<file path="src/rtl/uart_tx_fifo.sv">
// UART transmitter with a transmit FIFO and an internal baud divider. Frames are 5-9 data bits,
// optional parity and 1/1.5/2 stop bits. Break holds the line low.
module uart_tx_fifo #(
  parameter int unsigned DATA_W_MAX = 9,
  parameter int unsigned FIFO_DEPTH = 8,
  parameter int unsigned DIV_W      = 16
) (
  input  logic                          i_u_clk,
  input  logic                          i_u_rst_n,
  input  logic [DIV_W-1:0]              i_clk_div,
  input  logic [3:0]                    i_data_bit,
  input  logic [1:0]                    i_stop_bit,
  input  logic [2:0]                    i_check_bit,
  input  logic                          i_break,
  input  logic [DATA_W_MAX-1:0]         i_uart_tx_data,
  input  logic                          i_uart_tx_valid,
  output logic                          o_uart_tx_ready,
  output logic                          o_uart_tx,
  output logic                          o_busy,
  output logic                          o_tx_done,
  output logic [$clog2(FIFO_DEPTH):0]   o_fifo_level
);

  localparam int unsigned AW = $clog2(FIFO_DEPTH);
  // One extra bit so a two-stop-bit count of 2*D fits.
  localparam int unsigned CW = DIV_W + 1;

  typedef enum logic [2:0] {StIdle, StStart, StData, StParity, StStop, StBreak} state_e;

  // ---------------- FIFO ----------------
  logic [DATA_W_MAX-1:0] mem_q [FIFO_DEPTH];
  logic [AW-1:0]         wr_ptr_q, rd_ptr_q;
  logic [AW:0]           level_q;
  logic                  push, pop, fifo_empty, fifo_full;
  logic [DATA_W_MAX-1:0] rd_data;

  assign fifo_full       = (level_q == (AW+1)'(FIFO_DEPTH));
  assign fifo_empty      = (level_q == '0);
  assign push            = i_uart_tx_valid && !fifo_full;
  assign rd_data         = mem_q[rd_ptr_q];
  assign o_uart_tx_ready = !fifo_full;
  assign o_fifo_level    = level_q;

  always_ff @(posedge i_u_clk) begin
    if (push) mem_q[wr_ptr_q] <= i_uart_tx_data;
  end

  always_ff @(posedge i_u_clk or negedge i_u_rst_n) begin
    if (!i_u_rst_n) begin
      wr_ptr_q <= '0;
      rd_ptr_q <= '0;
      level_q  <= '0;
    end else begin
      if (push) wr_ptr_q <= wr_ptr_q + AW'(1);
      if (pop)  rd_ptr_q <= rd_ptr_q + AW'(1);
      unique case ({push, pop})
        2'b10:   level_q <= level_q + (AW+1)'(1);
        2'b01:   level_q <= level_q - (AW+1)'(1);
        default: level_q <= level_q;
      endcase
    end
  end

  // ---------------- Frame configuration, sampled at frame start ----------------
  logic [CW-1:0]         div_eff, stop_m1;
  logic [3:0]            nbits_eff;
  logic [DATA_W_MAX-1:0] masked;
  logic                  par_en_cfg, par_bit_cfg;

  always_comb begin
    div_eff = (i_clk_div < DIV_W'(2)) ? CW'(2) : CW'(i_clk_div);
    if (i_data_bit < 4'd5)                    nbits_eff = 4'd5;
    else if (i_data_bit > 4'(DATA_W_MAX))     nbits_eff = 4'(DATA_W_MAX);
    else                                      nbits_eff = i_data_bit;
    masked = '0;
    for (int unsigned i = 0; i < DATA_W_MAX; i++) begin
      masked[i] = rd_data[i] && (i < 32'(nbits_eff));
    end
    par_en_cfg  = (i_check_bit >= 3'd1) && (i_check_bit <= 3'd4);
    par_bit_cfg = 1'b0;
    unique case (i_check_bit)
      3'd1:    par_bit_cfg = ~^masked;
      3'd2:    par_bit_cfg = ^masked;
      3'd3:    par_bit_cfg = 1'b1;
      default: par_bit_cfg = 1'b0;
    endcase
    unique case (i_stop_bit)
      2'd0:    stop_m1 = div_eff - CW'(1);
      2'd1:    stop_m1 = div_eff + (div_eff >> 1) - CW'(1);
      default: stop_m1 = (div_eff << 1) - CW'(1);
    endcase
  end

  // ---------------- Serialiser FSM ----------------
  state_e                state_q;
  logic [CW-1:0]         cnt_q, div_q, stop_m1_q;
  logic [3:0]            nbits_q, bits_left_q;
  logic [DATA_W_MAX-1:0] shift_q;
  logic                  par_en_q, par_bit_q, brk_rel_q;
  logic                  tx_q, busy_q, done_q;

  // A frame starts from IDLE, or directly off the last stop cycle for gapless back-to-back frames.
  always_comb begin
    pop = 1'b0;
    unique case (state_q)
      StIdle:  pop = !fifo_empty && !i_break;
      StStop:  pop = (cnt_q == '0) && !fifo_empty && !i_break;
      default: pop = 1'b0;
    endcase
  end

  always_ff @(posedge i_u_clk or negedge i_u_rst_n) begin
    if (!i_u_rst_n) begin
      state_q     <= StIdle;
      cnt_q       <= '0;
      div_q       <= CW'(2);
      stop_m1_q   <= '0;
      nbits_q     <= 4'd8;
      bits_left_q <= '0;
      shift_q     <= '0;
      par_en_q    <= 1'b0;
      par_bit_q   <= 1'b0;
      brk_rel_q   <= 1'b0;
      tx_q        <= 1'b1;
      busy_q      <= 1'b0;
      done_q      <= 1'b0;
    end else begin
      done_q <= (state_q == StStop) && (cnt_q == '0);
      if (pop) begin
        state_q   <= StStart;
        tx_q      <= 1'b0;
        busy_q    <= 1'b1;
        cnt_q     <= div_eff - CW'(1);
        div_q     <= div_eff;
        nbits_q   <= nbits_eff;
        stop_m1_q <= stop_m1;
        par_en_q  <= par_en_cfg;
        par_bit_q <= par_bit_cfg;
        shift_q   <= masked;
      end else begin
        unique case (state_q)
          StIdle: begin
            if (i_break) begin
              state_q   <= StBreak;
              tx_q      <= 1'b0;
              busy_q    <= 1'b1;
              div_q     <= div_eff;
              brk_rel_q <= 1'b0;
            end
          end
          StStart: begin
            if (cnt_q == '0) begin
              state_q     <= StData;
              tx_q        <= shift_q[0];
              shift_q     <= shift_q >> 1;
              bits_left_q <= nbits_q - 4'd1;
              cnt_q       <= div_q - CW'(1);
            end else begin
              cnt_q <= cnt_q - CW'(1);
            end
          end
          StData: begin
            if (cnt_q == '0) begin
              cnt_q <= div_q - CW'(1);
              if (bits_left_q != '0) begin
                tx_q        <= shift_q[0];
                shift_q     <= shift_q >> 1;
                bits_left_q <= bits_left_q - 4'd1;
              end else if (par_en_q) begin
                state_q <= StParity;
                tx_q    <= par_bit_q;
              end else begin
                state_q <= StStop;
                tx_q    <= 1'b1;
                cnt_q   <= stop_m1_q;
              end
            end else begin
              cnt_q <= cnt_q - CW'(1);
            end
          end
          StParity: begin
            if (cnt_q == '0) begin
              state_q <= StStop;
              tx_q    <= 1'b1;
              cnt_q   <= stop_m1_q;
            end else begin
              cnt_q <= cnt_q - CW'(1);
            end
          end
          StStop: begin
            if (cnt_q == '0) begin
              state_q <= StIdle;
              busy_q  <= 1'b0;
            end else begin
              cnt_q <= cnt_q - CW'(1);
            end
          end
          StBreak: begin
            // After release, hold a one-bit-period mark so the receiver can resynchronise.
            if (!brk_rel_q) begin
              if (!i_break) begin
                brk_rel_q <= 1'b1;
                tx_q      <= 1'b1;
                cnt_q     <= div_q - CW'(1);
              end
            end else if (cnt_q == '0) begin
              state_q <= StIdle;
              busy_q  <= 1'b0;
            end else begin
              cnt_q <= cnt_q - CW'(1);
            end
          end
          default: begin
            state_q <= StIdle;
            tx_q    <= 1'b1;
            busy_q  <= 1'b0;
          end
        endcase
      end
    end
  end

  assign o_uart_tx = tx_q;
  assign o_busy    = busy_q;
  assign o_tx_done = done_q;

endmodule

</file>
<file path="config.mk">
export PLATFORM = sky130hd
export DESIGN_NAME = uart_tx_fifo
export DESIGN_NICKNAME = d
export VERILOG_FILES = /design/src/rtl/uart_tx_fifo.sv
export SDC_FILE = /design/constraint.sdc
export NUM_CORES = 1
export LEC_CHECK = 0
export ABC_AREA = 1
export BUFFER_PORTS_ARGS = -buffer_cell sky130_fd_sc_hd__clkbuf_2
export CORE_ASPECT_RATIO = 2
export CORE_UTILIZATION = 30
export DETAILED_ROUTE_END_ITERATION = 7
export PLACE_DENSITY = 0.57
export SLEW_MARGIN = 20
export SYNTH_ARGS = -nofsm -noshare
export SYNTH_HDL_FRONTEND = slang
export SYNTH_SLANG_ARGS = --single-unit
</file>
<file path="constraint.sdc">
create_clock -name i_u_clk -period 2.7 [get_ports i_u_clk]
set_input_delay 0.135 -clock i_u_clk [delete_from_list [all_inputs] [get_ports i_u_clk]]
set_output_delay 0.135 -clock i_u_clk [all_outputs]
set_load 0.03 [all_outputs]
</file>
; ---- Word-level counts from Yosys, hierarchy flattened
; Memory sizes are Yosys's and may differ from the RTL's.
; Cells that the tools add are included.
[op_classes]
reduce_logical = 41
bitwise_logic = 1
eq_ne = 28
n_addsub = 12
mux = 59
n_lt_le_gt_ge = 14
[op_table]
columns = cell, n
row1 = 2-to-1 mux 17 bit, 12
row2 = one-hot mux 17 bit (5 select lines), 1
row3 = "subtractor 17 x 1 -> 17 bit, second input constant", 4
row4 = 2-to-1 mux 9 bit, 4
row5 = one-hot mux 17 bit (2 select lines), 1
row6 = 2-to-1 mux 3 bit, 9
row7 = "inequality test 3 bit, second input constant", 9
row8 = 2-to-1 mux 4 bit, 5
row9 = one-hot mux 3 bit (6 select lines), 1
row10 = one-hot mux 9 bit (2 select lines), 1
row11 = adder 16 x 15 -> 17 bit, 1
row12 = zero test 17 bit, 1
row13 = 2-to-1 mux 1 bit, 17
row14 = "subtractor 16 x 1 -> 17 bit, second input constant", 1
row15 = "< comparator 16 x 2 -> 1 bit, second input constant", 1
row16 = "< comparator 3 x 4 -> 1 bit, first input constant", 4
row17 = 2-to-1 mux 16 bit, 1
row18 = one-hot mux 4 bit (2 select lines), 2
row19 = logical AND 1 bit, 15
row20 = "== test 3 x 2 -> 1 bit, second input constant", 4
row21 = "subtractor 4 x 1 -> 4 bit, second input constant", 3
row22 = "inequality test 2 bit, second input constant", 5
row23 = nonzero test 2 bit, 5
row24 = XNOR reduction 9 bit, 1
row25 = other kinds (36), 47
[totals]
word_cells = 172
input_bits = 38
register_bits = 87
memories = 1
output_inout_bits = 8
ram_bits = 72
[mem_list]
columns = memory, depth, word_bits, read_ports, rd_clocked_by_memory_dff, wr, line
row1 = mem_q, 8, 9, 1, 0, 1, 31  ; logic [DATA_W_MAX-1:0] mem_q [FIFO_DEPTH];

; ---- Logic depth before layout (Yosys ltp)
[depth]
word_depth = 7
ltp_mapped = 26

; ---- Worst setup path after synthesis
; No wires, ideal clock.
[synth_path]
path_kind = register -> register
from = reg cnt_q[0]
to = reg level_q[3] (netlist: o_fifo_level[3])
arrival_ps = 2824
path_stages_with_launch = 20
path_slack_ps = -246
required_ps = 2578
path_cell_list = dfrtp_1 -> inv_1 -> ha_1 -> nand4_2 -> nor3_4 -> nand3_4 -> nand2_2 -> nand2_2 -> clkinv_2 -> buf_6 -> buf_4 -> ha_1 -> ha_1 -> nand2_1 -> nor2_1 -> a211oi_1 -> nor2_1 -> nor2_1 -> nand2_1 -> xor2_1
[synth_via]
elab_chain_len = 6
[synth_rtl]
columns = item, line
row1 = from (decl), 96  ; logic [CW-1:0] cnt_q, div_q, stop_m1_q;
row2 = from (signal assigned), 133  ; cnt_q <= div_eff - CW'(1);
row3 = from (signal assigned), 157  ; cnt_q <= div_q - CW'(1);
row4 = from (signal assigned), 159  ; cnt_q <= cnt_q - CW'(1);
row5 = zero test 17 bit *, 107  ; StStop: pop = (cnt_q == '0) && !fifo_empty && !i_break;
row6 = logical AND 1 bit * (2 in a row), 107
row7 = one-hot mux 1 bit (2 select lines) *, 105  ; unique case (state_q)
row8 = named net pop, 34  ; logic push, pop, fifo_empty, fifo_full;
row9 = == test 2 x 1 -> 1 bit or == test 2 bit (tied branches), 56  ; unique case ({push, pop})
row10 = one-hot mux 4 bit (2 select lines) or nonzero test 2 bit (tied branches), --
row11 = to (signal assigned), 57  ; 2'b10: level_q <= level_q + (AW+1)'(1);
row12 = to (signal assigned), 58  ; 2'b01: level_q <= level_q - (AW+1)'(1);
row13 = to (signal assigned), 59  ; default: level_q <= level_q;
row14 = to (decl), 33  ; logic [AW:0] level_q;
; The timed path passes the listed nets; every way through them passes the cells marked *.
; A chain may end at the register's enable or synchronous reset.

; ---- Worst setup path in the final report
[layout_path]
from = reg cnt_q[0]
to = reg level_q[3] (netlist: o_fifo_level[3])
[layout_via]
elab_chain_len = 6
[layout_rtl]
columns = item, line
row1 = zero test 17 bit *, 107
row2 = logical AND 1 bit * (2 in a row), 107
row3 = one-hot mux 1 bit (2 select lines) *, 105
row4 = == test 2 x 1 -> 1 bit or == test 2 bit (tied branches), 56
row5 = one-hot mux 4 bit (2 select lines) or nonzero test 2 bit (tied branches), --
; Every way passes the cells marked *; elsewhere a longest branch is shown, timed or not.

==> results_dict.tcl <==
set metrics [dict create \
    status "complete, no violations" \
    setup_viol 0 \
    min_period_ns 2.508 \
    netlist-cell-type-count 54 \
    syn_nets 1512 \
    antenna_found_initial 0 \
    fin_skew_ns 0.02186 \
    wl_per_cell_um 17.23 \
    ant_nets 0 \
    cts_sinks 158 \
    relSlewSlack 0.5639 \
    rows 97 \
    synth_edf_count 72 \
    hold_slack_ns 0.02823 \
    synth_area_leaders "edfxtp_1 (20%), dfrtp_1 (19%), nand2_1 (15%)" \
    ys_ff_latch 158 \
    nFillCells 3706 \
    io_buffers 45 \
    slew_viol_final 0 \
    drv_cap 0 \
    drc 0 \
    cts.reportedPaths.clkPinSlew_ns 0.08 \
    cts_buffers 17 \
    synthFlopType "dfrtp_1" \
    grt_first_pass_wirelength_um 53770 \
    fin_area_um2 12710 \
    ys_seq_area_frac 0.4050 \
    synth.avg_cell_area_um2 7.498 \
    cts-root-buf "clkbuf_16" \
    drt-initial-drc-count 440 \
    post-cts-setup-buffers 0 \
    async_reset_ff_frac 0.5443 \
    power_density_nw_per_um2 1059 \
    pwr-share-comb 0.542 \
    tightestPinTransition_ns 0.6542 \
    routed_via_density 4.827 \
    cts_tree "yes" \
    hold_depth 4 \
    switching_share 0.4789 \
    hold_class "in2reg" \
    dieWidth_um 135.3 \
    fin_cells 2010 \
    dieArea_um2 36350 \
    p_sw_mw 6.445 \
    dp.cells 1964 \
    gp_congestion 0.9650 \
    p_int_mw 7.011 \
    required_ns 3.05 \
    power.total_mw 13.46 \
    finalCritPeriodShare 0.9288 \
    dr.pass1.iters 5 \
    ioPinCount 46 \
    critical_path_arrival_ns 2.86 \
    endpoint_kind "register" \
    cts_htree_levels 4 \
    setup_ws_ns 0.1923 \
    netlist_instances 1422 \
    rsz0062_at_grt "no" \
    ff2ff_path_depth 17 \
    hold_violations 0 \
    ir_drop_uv 572.7 \
    sequentialPowerShare 0.287 \
    areaGrowthSynthToFinish_pct 19.21 \
    die_height_um 268.6 \
    cts_buffer_depth 2 \
    yosysTopAreaCell "edfxtp_1" \
    pre_cts_ws_ns -0.5683 \
    n_antenna_cell 0 \
    grt.total_usage 0.2010 \
    grt_start_max_net_pins 54 \
    clock_latency_ns 0.46 \
    crit_type "reg2reg" \
    start_kind "register" \
    final_nets 1642 \
    hpwl_um 27760 \
    wirelength_um 34640 \
    num_vias 9703 \
    core-area_um2 34950 \
    layout-drive-gt1-share 0.1425 \
    initial_utilization 0.3051 \
    yosys_warnings 0 \
    grt_pass1_vias 9812 \
    post_dp_cell_area_um2 11990 \
    path_max_fanout 5 \
    grt-ovfl-total 0 \
    fmax_mhz 398.8 \
    yosysTopAreaCellShare 0.2028 \
    synthesis.area_um2 10660 \
    power.leakage_nw 6.121 \
    p_clk_frac 0.171 \
]
layout by cell type (no fill, tap or decap), types with 44 or more instances in the layout:
master	Yosys	final
clkbuf_2	0	44
edfxtp_1	72	72
nand3_1	124	124
nand2_1	422	420
buf_4	9	91
nor2_1	122	121
dfrtp_1	83	83
o21ai_0	67	67
inv_1	196	192
a21oi_1	48	47
ha_1	49	44
power by group through the flow:
stage	Combinational (mW)	Clock (mW)	Sequential, mW
5_1_grt	8.19	2.46	3.96
6_report	7.29	2.31	3.86
3_5_place_dp	7.26	0	3.91
4_1_cts	7.31	2.37	3.87
3_3_place_gp	7.17	0	3.89
2_1_floorplan	5.18	0	3.83
critical path: stages (launching register included):
cell and delay [ns]:
dfrtp_1 0.44, inv_2 0.10, ha_4 0.16, nand4_4 0.13, nor3_4 0.21, nand3_4 0.12, nand2_2 0.10, nand2_4 0.06
clkinv_4 0.08, ha_4 0.14, ha_1 0.22, nand2_1 0.06, nor2_1 0.04, a211oi_2 0.17, nor2_1 0.06, nor2_1 0.08
nand2_1 0.06, xor2_1 0.14
state kept, by name (all words and copies together), names as in the netlist, 4 cells and up:
signal        cells
bits_left_q       4
cnt_q            17
div_q            16
mem_q            72
nbits_q           4
o_fifo_level      4
shift_q           9
stop_m1_q        17
path summary, 6_finish.rpt:
| kind | start | endpoint | slack [ns] |
|---|---|---|---|
| setup / recovery | cnt_q[0] | o_fifo_level[3] | 0.19 |
| hold / removal | i_clk_div[9] | div_q[9] | 0.03 |
| setup reg to reg | cnt_q[0] | o_fifo_level[3] | 0.19 |
| hold reg to reg | o_uart_tx | o_uart_tx | 0.47 |
| max in group asynchronous | i_u_rst_n | div_q[1] | 1.75 |
| min in group asynchronous | i_u_rst_n | cnt_q[11] | 0.24 |
per-layer routing:
metal	part of all wire	GRT usage	vias to the layer above
li1	-	-	4886
met1	0.31	0.1688	4496
met2	0.56	0.3913	203
met3	0.027	0.02895	118
met4	0.096	0.1886	0
met5	0	0	-
cell families (layout without fill, tap and decap cells):
| family | Yosys count | count (layout) | synth area share |
|---|---|---|---|
| DFF | 158 | 158 | 0.4050 |
| adders and majority gates | 52 | 52 | 0.06313 |
| AOI/OAI and AO/OA | 195 | 195 | 0.1091 |
| and+or+nand+nor | 726 | 726 | 0.2869 |
| xor gates and xnor gates | 46 | 46 | 0.03778 |
| buffers and inverters | 243 | 386 | 0.09622 |
| muxes | 2 | 2 | 0.001878 |
timing repair:
item / 4_1_cts / 5_1_grt
setup endpoints to repair: 7 / 16
hold endpoints to repair: 115 / 0
resized for setup: 1 / 10
pin swaps: 0 / 3
hold buffers: 14 / 0
cell type report:
type / instances / area (um2) / area share
tap: 445 / 556.8 / 0.04380
inverter: 201 / 759.5 / 0.05975
multi-input combinational: 1021 / 5401 / 0.4249
sequential: 158 / 4318 / 0.3397
clock buffer: 17 / 425.4 / 0.03347
clock inverter: 15 / 126.4 / 0.009942
timing repair buffer: 153 / 1124 / 0.08839
through the flow:
stage	TNS [ns]	utilization
after CTS	0	0.3630
after floorplan	-0.01794	-
after global routing	0	0.3637
final	0	0.3637
after global placement	-8.309	0.3431
after detailed placement	-8.721	0.3431
cell usage after synthesis (10+ instances only):
cell type and count:
a21oi_1 48, buf_2 15, clkbuf_1 10, dfrtp_1 83, edfxtp_1 72, ha_1 49
inv_1 196, nand2_1 422, nand3_1 124, nand4_1 15, nor2_1 122, nor3_1 12
o211ai_1 22, o21ai_0 67, o21ai_1 16, or2_2 11, xor2_1 39
(Power assumes the default switching activity.)
